--- config.mk ---
export PLATFORM = sky130hd
export DESIGN_NAME = tuple_field_sequencer
export DESIGN_NICKNAME = d
export VERILOG_FILES = /design/src/rtl/tuple_seq_pkg.sv /design/src/rtl/tuple_field_pick.sv /design/src/rtl/tuple_field_sequencer.sv
export SDC_FILE = /design/constraint.sdc
export NUM_CORES = 1
export LEC_CHECK = 0
export BUFFER_PORTS_ARGS = -buffer_cell sky130_fd_sc_hd__buf_2
export CORE_UTILIZATION = 64
export CTS_CLUSTER_DIAMETER = 150
export CTS_CLUSTER_SIZE = 10
export DETAILED_ROUTE_END_ITERATION = 12
export PLACE_DENSITY = 0.92
export RECOVER_POWER = 25
export SLEW_MARGIN = 15
export SYNTH_ARGS = -nofsm -noshare
export SYNTH_HDL_FRONTEND = slang
export SYNTH_SLANG_ARGS = --single-unit
--- constraint.sdc ---
create_clock -name clock -period 5.9 [get_ports clock]
set_clock_uncertainty 0.1 [all_clocks]
set_input_delay 0.295 -clock clock [delete_from_list [all_inputs] [get_ports clock]]
set_output_delay 0.295 -clock clock [all_outputs]
set_load 0.005 [all_outputs]
--- src/rtl/tuple_seq_pkg.sv ---
// Shared constants, state encoding and power-on field table for the tuple field sequencer.
package tuple_seq_pkg;

    localparam int N_FIELDS = 10;
    localparam int VAL_W    = 4;
    localparam int IDX_W    = 4;
    localparam int WID_W    = 3;

    typedef enum logic [1:0] {
        IDLE = 2'd0,
        SEND = 2'd1,
        DONE = 2'd2
    } state_t;

    localparam logic [VAL_W-1:0] RST_VAL [N_FIELDS] = '{
        4'd7, 4'd8, 4'd9, 4'd10, 4'd7, 4'd6, 4'd3, 4'd3, 4'd7, 4'd5
    };

    localparam logic [WID_W-1:0] RST_WID [N_FIELDS] = '{
        3'd3, 3'd4, 3'd4, 3'd4, 3'd3, 3'd3, 3'd2, 3'd2, 3'd3, 3'd3
    };

    function automatic logic [VAL_W-1:0] low_bits(input logic [VAL_W-1:0] v,
                                                  input logic [WID_W-1:0] w);
        logic [VAL_W-1:0] r;
        r = '0;
        for (int i = 0; i < VAL_W; i++) begin
            if (i < int'(w)) r[i] = v[i];
        end
        return r;
    endfunction

endpackage

--- src/rtl/tuple_field_pick.sv ---
// Finds the lowest enabled field above (or, when incl is set, at or above) a base index.
module tuple_field_pick
    import tuple_seq_pkg::*;
(
    input  logic [N_FIELDS-1:0] mask,
    input  logic [IDX_W-1:0]    base,
    input  logic                incl,
    output logic [IDX_W-1:0]    idx,
    output logic                found
);

    // Descending scan so the lowest qualifying index is the last one written.
    always_comb begin
        idx   = '0;
        found = 1'b0;
        for (int i = N_FIELDS - 1; i >= 0; i--) begin
            if (mask[i] && ((int'(base) < i) || (incl && int'(base) == i))) begin
                idx   = IDX_W'(i);
                found = 1'b1;
            end
        end
    end

endmodule

--- src/rtl/tuple_field_sequencer.sv ---
// Streams enabled tuple fields in index order over valid/ready; field table is
// rewritable through the config port while idle.
//
//   state | meaning
//   IDLE  | waiting for start; config writes accepted
//   SEND  | presenting table[cur_idx] until the consumer takes it
//   DONE  | one-cycle done pulse, then back to IDLE
module tuple_field_sequencer
    import tuple_seq_pkg::*;
(
    input  logic                clock,
    input  logic                reset_n,
    input  logic                start,
    input  logic [N_FIELDS-1:0] field_en,
    input  logic                cfg_we,
    input  logic [IDX_W-1:0]    cfg_idx,
    input  logic [VAL_W-1:0]    cfg_val,
    input  logic [WID_W-1:0]    cfg_w,
    output logic                out_valid,
    input  logic                out_ready,
    output logic [IDX_W-1:0]    out_idx,
    output logic [VAL_W-1:0]    out_data,
    output logic [WID_W-1:0]    out_width,
    output logic                busy,
    output logic                done,
    output logic                cfg_err
);

    state_t              state;
    logic [N_FIELDS-1:0] mask_q;
    logic [IDX_W-1:0]    cur_idx;
    logic [VAL_W-1:0]    tbl_val [N_FIELDS];
    logic [WID_W-1:0]    tbl_wid [N_FIELDS];

    logic [N_FIELDS-1:0] pick_mask;
    logic [IDX_W-1:0]    pick_base;
    logic                pick_incl;
    logic [IDX_W-1:0]    pick_idx;
    logic                pick_found;
    logic                cfg_ok;

    // In IDLE the finder looks at the incoming mask from index 0; otherwise it
    // looks past the field currently on the bus.
    assign pick_incl = (state == IDLE);
    assign pick_mask = pick_incl ? field_en : mask_q;
    assign pick_base = pick_incl ? '0 : cur_idx;

    tuple_field_pick u_pick (
        .mask  (pick_mask),
        .base  (pick_base),
        .incl  (pick_incl),
        .idx   (pick_idx),
        .found (pick_found)
    );

    assign cfg_ok = (state == IDLE) && (int'(cfg_idx) < N_FIELDS) &&
                    (cfg_w != '0) && (int'(cfg_w) <= VAL_W);

    always_ff @(posedge clock or negedge reset_n) begin
        if (!reset_n) begin
            for (int i = 0; i < N_FIELDS; i++) begin
                tbl_val[i] <= RST_VAL[i];
                tbl_wid[i] <= RST_WID[i];
            end
        end else if (cfg_we && cfg_ok) begin
            tbl_val[cfg_idx] <= low_bits(cfg_val, cfg_w);
            tbl_wid[cfg_idx] <= cfg_w;
        end
    end

    always_ff @(posedge clock or negedge reset_n) begin
        if (!reset_n) begin
            state   <= IDLE;
            mask_q  <= '0;
            cur_idx <= '0;
            cfg_err <= 1'b0;
        end else begin
            cfg_err <= cfg_we && !cfg_ok;
            case (state)
                IDLE: begin
                    if (start) begin
                        mask_q <= field_en;
                        if (pick_found) begin
                            cur_idx <= pick_idx;
                            state   <= SEND;
                        end else begin
                            state <= DONE;
                        end
                    end
                end
                SEND: begin
                    if (out_ready) begin
                        if (pick_found) cur_idx <= pick_idx;
                        else            state   <= DONE;
                    end
                end
                DONE:    state <= IDLE;
                default: state <= IDLE;
            endcase
        end
    end

    assign out_valid = (state == SEND);
    assign busy      = (state != IDLE);
    assign done      = (state == DONE);
    assign out_idx   = cur_idx;
    assign out_data  = out_valid ? tbl_val[cur_idx] : '0;
    assign out_width = out_valid ? tbl_wid[cur_idx] : '0;

endmodule

### After elaboration in Yosys (flattened, before gate mapping)

Index checks and enable logic that the tools add are counted.

| storage, ports and cells | value |
|---|---|
| word-level logic and storage cells | 155 |
| latch bits | 0 |
| bits in read-only memories | 0 |
| flip-flop bits (word level) | 87 |
| output and inout bits | 15 |
| memories | 0 |
| bits in writable memories | 0 |

| cells by class | value |
|---|---|
| $mul | 0 |
| reduce and logical (&&, ||, !) cells | 44 |
| multiplexer cells | 53 |
| shift-type cells | 0 |
| add/sub/neg operators | 0 |
| div/mod/pow operators | 0 |
| order comparisons | 18 |
| equal/unequal tests | 14 |
| bitwise operators | 2 |

Operators by type and width:

| operator | count |
|---|---|
| $mux 4 | 18 |
| $bwmux 40 | 1 |
| $bwmux 30 | 1 |
| $logic_and 1x1->1 | 26 |
| $eq 4x4->1 const B | 6 |
| $mux 1 | 18 |
| $bmux 4 s4 | 1 |
| $demux 4 s4 | 1 |
| $lt 4x3->1 const B | 4 |
| $bmux 3 s4 | 1 |
| $demux 3 s4 | 1 |
| $lt 4x4->1 const B | 3 |
| $mux 3 | 4 |
| $ge 5x5->1 const B | 2 |
| $mux 10 | 1 |
| $not 4->5 | 2 |
| $logic_or 1x1->1 | 9 |
| $eq 4x3->1 const B | 2 |
| $lt 4x2->1 const B | 2 |
| $mux 2 | 4 |
| $pmux 4 s2 | 1 |
| $lt 1x3->1 const A | 2 |
| $lt 2x3->1 const A | 2 |
| $reduce_and 3->1 | 2 |
| other kinds (15) | 17 |

### Longest topological paths before layout

| logic depth | value |
|---|---|
| word-level depth | 19 |
| depth in mapped cells | 8 |

### Cells and area by module

Synthesis repeated with hierarchy kept, for this count alone.

| second synthesis, totals | value |
|---|---|
| cell total of the unflattened synthesis | 340 |
| area total of the unflattened synthesis | 4,456.8 um2 |

Modules (own cells, without submodules):

| module | times used | area each (um2) | sequential area each (um2) | cells an instance |
|---|---|---|---|---|
| tuple_field_sequencer | 1 | 4,190.3 | 2,223.4 | 300 |
| tuple_field_pick | 1 | 266.5 | 0.0 | 40 |

### Least setup slack after synthesis

Ideal clock, no wire load.

| timing | value |
|---|---|
| path kind | reg2reg |
| from | register state[0] |
| to | register tbl_val[23] in the netlist's numbering |
| setup slack | 3,662 ps |
| required time | 5,675 ps |
| path buffers | 2 |
| stages on the path, launching flop included | 8 |
| library setup time | 125 ps |
| arrival time | 2,013 ps |
| path through | dfrtp_1 -> nor2_4 -> nand3_2 -> or3b_1 -> buf_2 -> or3_1 -> buf_6 -> mux2_4 |

| between the ends | value |
|---|---|
| cells in the longest elaborated chain, start to end | 5 |

RTL lines:

| element | RTL line | RTL |
|---|---|---|
| start, declared | tuple_field_sequencer.sv:29 | `state_t state;` |
| start signal, assigned | tuple_field_sequencer.sv:73 | `state <= IDLE;` |
| start signal, assigned | tuple_field_sequencer.sv:85 | `state <= SEND;` |
| start signal, assigned | tuple_field_sequencer.sv:87 | `state <= DONE;` |
| $logic_not 2->1 | tuple_field_sequencer.sv:56 | `assign cfg_ok = (state == IDLE) && (int'(cfg_idx) < N_FIELDS) &&` |
| $logic_and 1x1->1 (2 in series) | tuple_field_sequencer.sv:56 |  |
| $logic_and 1x1->1 | tuple_field_sequencer.sv:57 | `(cfg_w != '0) && (int'(cfg_w) <= VAL_W);` |
| $logic_and 1x1->1 | tuple_field_sequencer.sv:65 | `end else if (cfg_we && cfg_ok) begin` |
| end signal, assigned by index | tuple_field_sequencer.sv:62 | `tbl_val[i] <= RST_VAL[i];` |
| end signal, assigned by index | tuple_field_sequencer.sv:66 | `tbl_val[cfg_idx] <= low_bits(cfg_val, cfg_w);` |
| end, declared | tuple_field_sequencer.sv:32 | `logic [VAL_W-1:0] tbl_val [N_FIELDS];` |

No other way between the ends.
A chain may end at the register's enable or synchronous reset.

### Final worst setup path

| timing | value |
|---|---|
| from | register cur_idx[1], in the netlist out_idx[1] |
| to | output port out_data[1] |

| between the ends | value |
|---|---|
| cells in the longest elaborated chain, start to end | 5 |

RTL lines:

| element | RTL line | RTL |
|---|---|---|
| start, declared | tuple_field_sequencer.sv:31 | `logic [IDX_W-1:0] cur_idx;` |
| start signal, assigned | tuple_field_sequencer.sv:84 | `cur_idx <= pick_idx;` |
| start signal, assigned | tuple_field_sequencer.sv:93 | `if (pick_found) cur_idx <= pick_idx;` |
| $not 4->5 (implied by the code) | tuple_field_sequencer.sv:107 | `assign out_data = out_valid ? tbl_val[cur_idx] : '0;` |
| $bmux 4 s4 | tuple_field_sequencer.sv:107 |  |
| $mux 4 (implied by the code) (2 in series) | tuple_field_sequencer.sv:107 |  |
| $mux 4 | tuple_field_sequencer.sv:107 |  |
| end, declared | tuple_field_sequencer.sv:22 | `output logic [VAL_W-1:0] out_data,` |

No other way between the ends. The select of a mux whose other input is x is not followed.

==> results by group <==
Clock tree
  • Hold-fix buffers at CTS: 0
  • CTS max path bufs: 2
  • Num Clock Sinks: 86
  • Clk slew on worst S/H paths: about 0.090 ns
  • TritonCTS Buffers: 9
  • Number of gates resized after cts: 0
  • Clk Latency, worst-skew pair: between 0.3 and 0.4 ns
  • Postcts setup bufs: 0
  • H-tree level count: 3
  • Root Buffer: clkbuf_8
  • CTS tree: done

Die
  • Die Wd: between 80 and 90 um
  • Core Footprint: ~6500 um^2
  • Boundary pin count: a little over 40
  • Die area: 7220 um^2
  • Initial Utilization: 67.9%
  • Rows: 29
  • Die H: roughly 85 um

Global route
  • First-pass GRT wire length: approximately 16000 um
  • Vias in the first global route: 3031
  • Gr usage total: roughly 30%
  • GRT overflow: 0
  • Initial antenna violation count: 0
  • Largest net degree at the start of global routing: 87

Finish
  • Layout cells sized above 1: a little over half
  • Antenna cell count: 0
  • Layout area overhead: 9.91%
  • Final core occ: between 70% and 80%
  • Seq. cell area: between 2000 and 2500 um^2
  • Final nets: 390
  • Multi-input logic area: between 2000 and 2500 um^2
  • Design area: between 4000 and 5000 um^2
  • Filler cell count: 405

Timing
  • Final Hold Fails: 5
  • Fmax: 343 MHz
  • Setup TNS Final: 0 ns
  • Max_slew headroom: approximately 30%
  • RSZ-0062 raised after global routing: no
  • Final slew viol count: 0
  • Final worst-path cycle share: around half
  • Final worst slack: between 2 and 3 ns
  • Worst slew pin tran: roughly 1.1 ns
  • Setup violations, final: 0
  • Final hold slack: -0.0214 ns
  • Period minus WS final: 2.91 ns

Yosys
  • Number of enable flip-flop cells after synthesis: 0
  • Post-Synthesis Cells: 330
  • Syn nets: around 360
  • Post-synth top cells: mux2_2 (73), dfrtp_1 (49), dfstp_2 (37)
  • Syn Area/Cell: 13.4 um^2
  • Top FF cell, synth: dfrtp_1
  • Post-synth top area share: 27.8%
  • Synthesized area: between 4000 and 5000 um^2
  • Ys async rst share: 100%
  • Count leader, synth: mux2_2
  • Yosys warns: 0
  • Ranking of synthesized cells by area: dfrtp_1 (28%), dfstp_2 (22%), mux2_2 (19%)
  • Seq/Total Area, Yosys: 49.9%
  • Distinct cells, synth: 51
  • Area leader, netlist: dfrtp_1
  • Synth Register Bits: 86

Drt
  • Total number of vias: around 3000
  • WL met3: 738 um
  • TritonRoute pass-1 iters: 5
  • Wire length on met2: roughly 5000 um
  • DRC Markers: 0
  • Top routing layer used: met4
  • DRT antenna net count: 0
  • Vias/cell: a little under 7
  • First DRT Iteration DRCs: between 300 and 400
  • Avg WL per Cell: approximately 22 um
  • Met1 wire length: just under 4000 um
  • Wirelength, routed: between 9000 and 10000 um

Outcome
  • Failing checks: negative hold slack
  • Status: finished, violations left

Critical path
  • Worst-path cell chain: mux4_2, mux2i_1, o22ai_1, and2_1, buf_2
  • Crit start category: register
  • Worst endpoint required time: 5.51 ns
  • CP Data Arrival Time: roughly 2.5 ns
  • Crit-path slowest cell: dfrtp_1
  • CP max FO: 27
  • Crit. End Element: output pin
  • Crit path kind: reg2out
  • Slowest stage delay, CP: 1.04 ns

Placed design
  • GPL Wtd Cong: a little under 0.9
  • Worst slack at placement: approximately 3.1 ns
  • Port Buffers: 40
  • Post-DP Area: between 4000 and 5000 um^2
  • Placed wire-length estimate: 6390 um

Power and ir drop
  • Power per cell area: 438 nW/um^2
  • Static Leak: ~2.1 nW
  • Tot Pwr: approximately 2.1 mW
  • Peak VDD IR: 0.328 mV

Flow run
  • Max Cap Viol: 0

Worst hold path
  • Worst hold path class: in2async
==> metrics by stage <==
step,instances,hold slack [ns]
floorplan,330,-0.101
global placement,430,0.384
detailed placement,430,0.395
CTS,446,0.0108
global route,446,0.0147
finish,446,-0.0214
==> where the power goes <==
part	internal, mW	total, mW	switching [mW]
registers	0.780	0.942	0.162
logic	0.391	0.749	0.358
clock network	0.220	0.429	0.209
==> cells in the final DEF (no fill, tap or decap), types with 3 or more instances in the layout <==
cell type and n:
o22ai_1 8, o31ai_1 3, buf_2 39, mux2i_1 15, nor2b_1 5, a21oi_1 5, nor2_1 13, nor2_2 6
or3_1 4, and2_1 9, mux4_2 14, inv_1 3, clkbuf_8 11, o21ai_0 9, a31oi_1 3, nand2b_1 5
dfstp_2 37, nand2_1 7, mux2_2 73, mux2_4 7, o21a_1 3, dfrtp_1 49
==> worst max-delay path: cells and delay by family, from the launching register on <==
kind	cells	cell delay, ns
multiplexers	2	0.66
flip-flops	1	1.04
buffers and inverters	1	0.12
AND/OR/NAND/NOR	1	0.20
AO/OA/AOI/OAI	1	0.12
==> metal layers <==
metal / up-vias / track usage [%]
li1: 1298 / -
met2: 144 / 50.4
met4: 0 / 12.3
met1: 1541 / 37.3
met3: 23 / 7.98
met5: - / 0
==> final timing paths <==
check,from,to,slack (ns),cells past startpoint
setup / recovery,out_idx[1],out_data[1],2.99,5
hold / removal,reset_n,mask_q[9],-0.02,1
setup reg to reg,out_idx[1],state[0],3.10,6
hold reg to reg,tbl_wid[19],tbl_wid[19],0.41,1
max in group asynchronous,reset_n,tbl_val[32],5.03,1
min in group clock,out_ready,state[0],0.03,2
==> area by class of cell <==
cell class,instances,area share (%)
Clock buffer,12,3.20
Clock inverter,4,1.11
Inverter,4,0.310
Sequential cell,86,45.4
Multi-Input combinational cell,222,43.7
Timing Repair Buffer,41,4.34
Tap cell,77,1.99
==> registers in the layout, summed over array words and instances, names as in the netlist <==
| register | count |
|---|---|
| tbl_wid | 30 |
| mask_q | 9 |
| tbl_val | 40 |
| out_idx | 4 |
| state | 2 |
| cfg_err | 1 |
==> logic make-up after synthesis <==
group                  share of synthesized area [%]
flip-flops                                      49.9
multiplexers                                    31.6
AO/OA/AOI/OAI                                   7.10
XOR/XNOR                                       0.369
AND/OR/NAND/NOR                                 8.94
buffers and inverters                           2.13
Note: power is estimated with default switching activity, not from simulation.
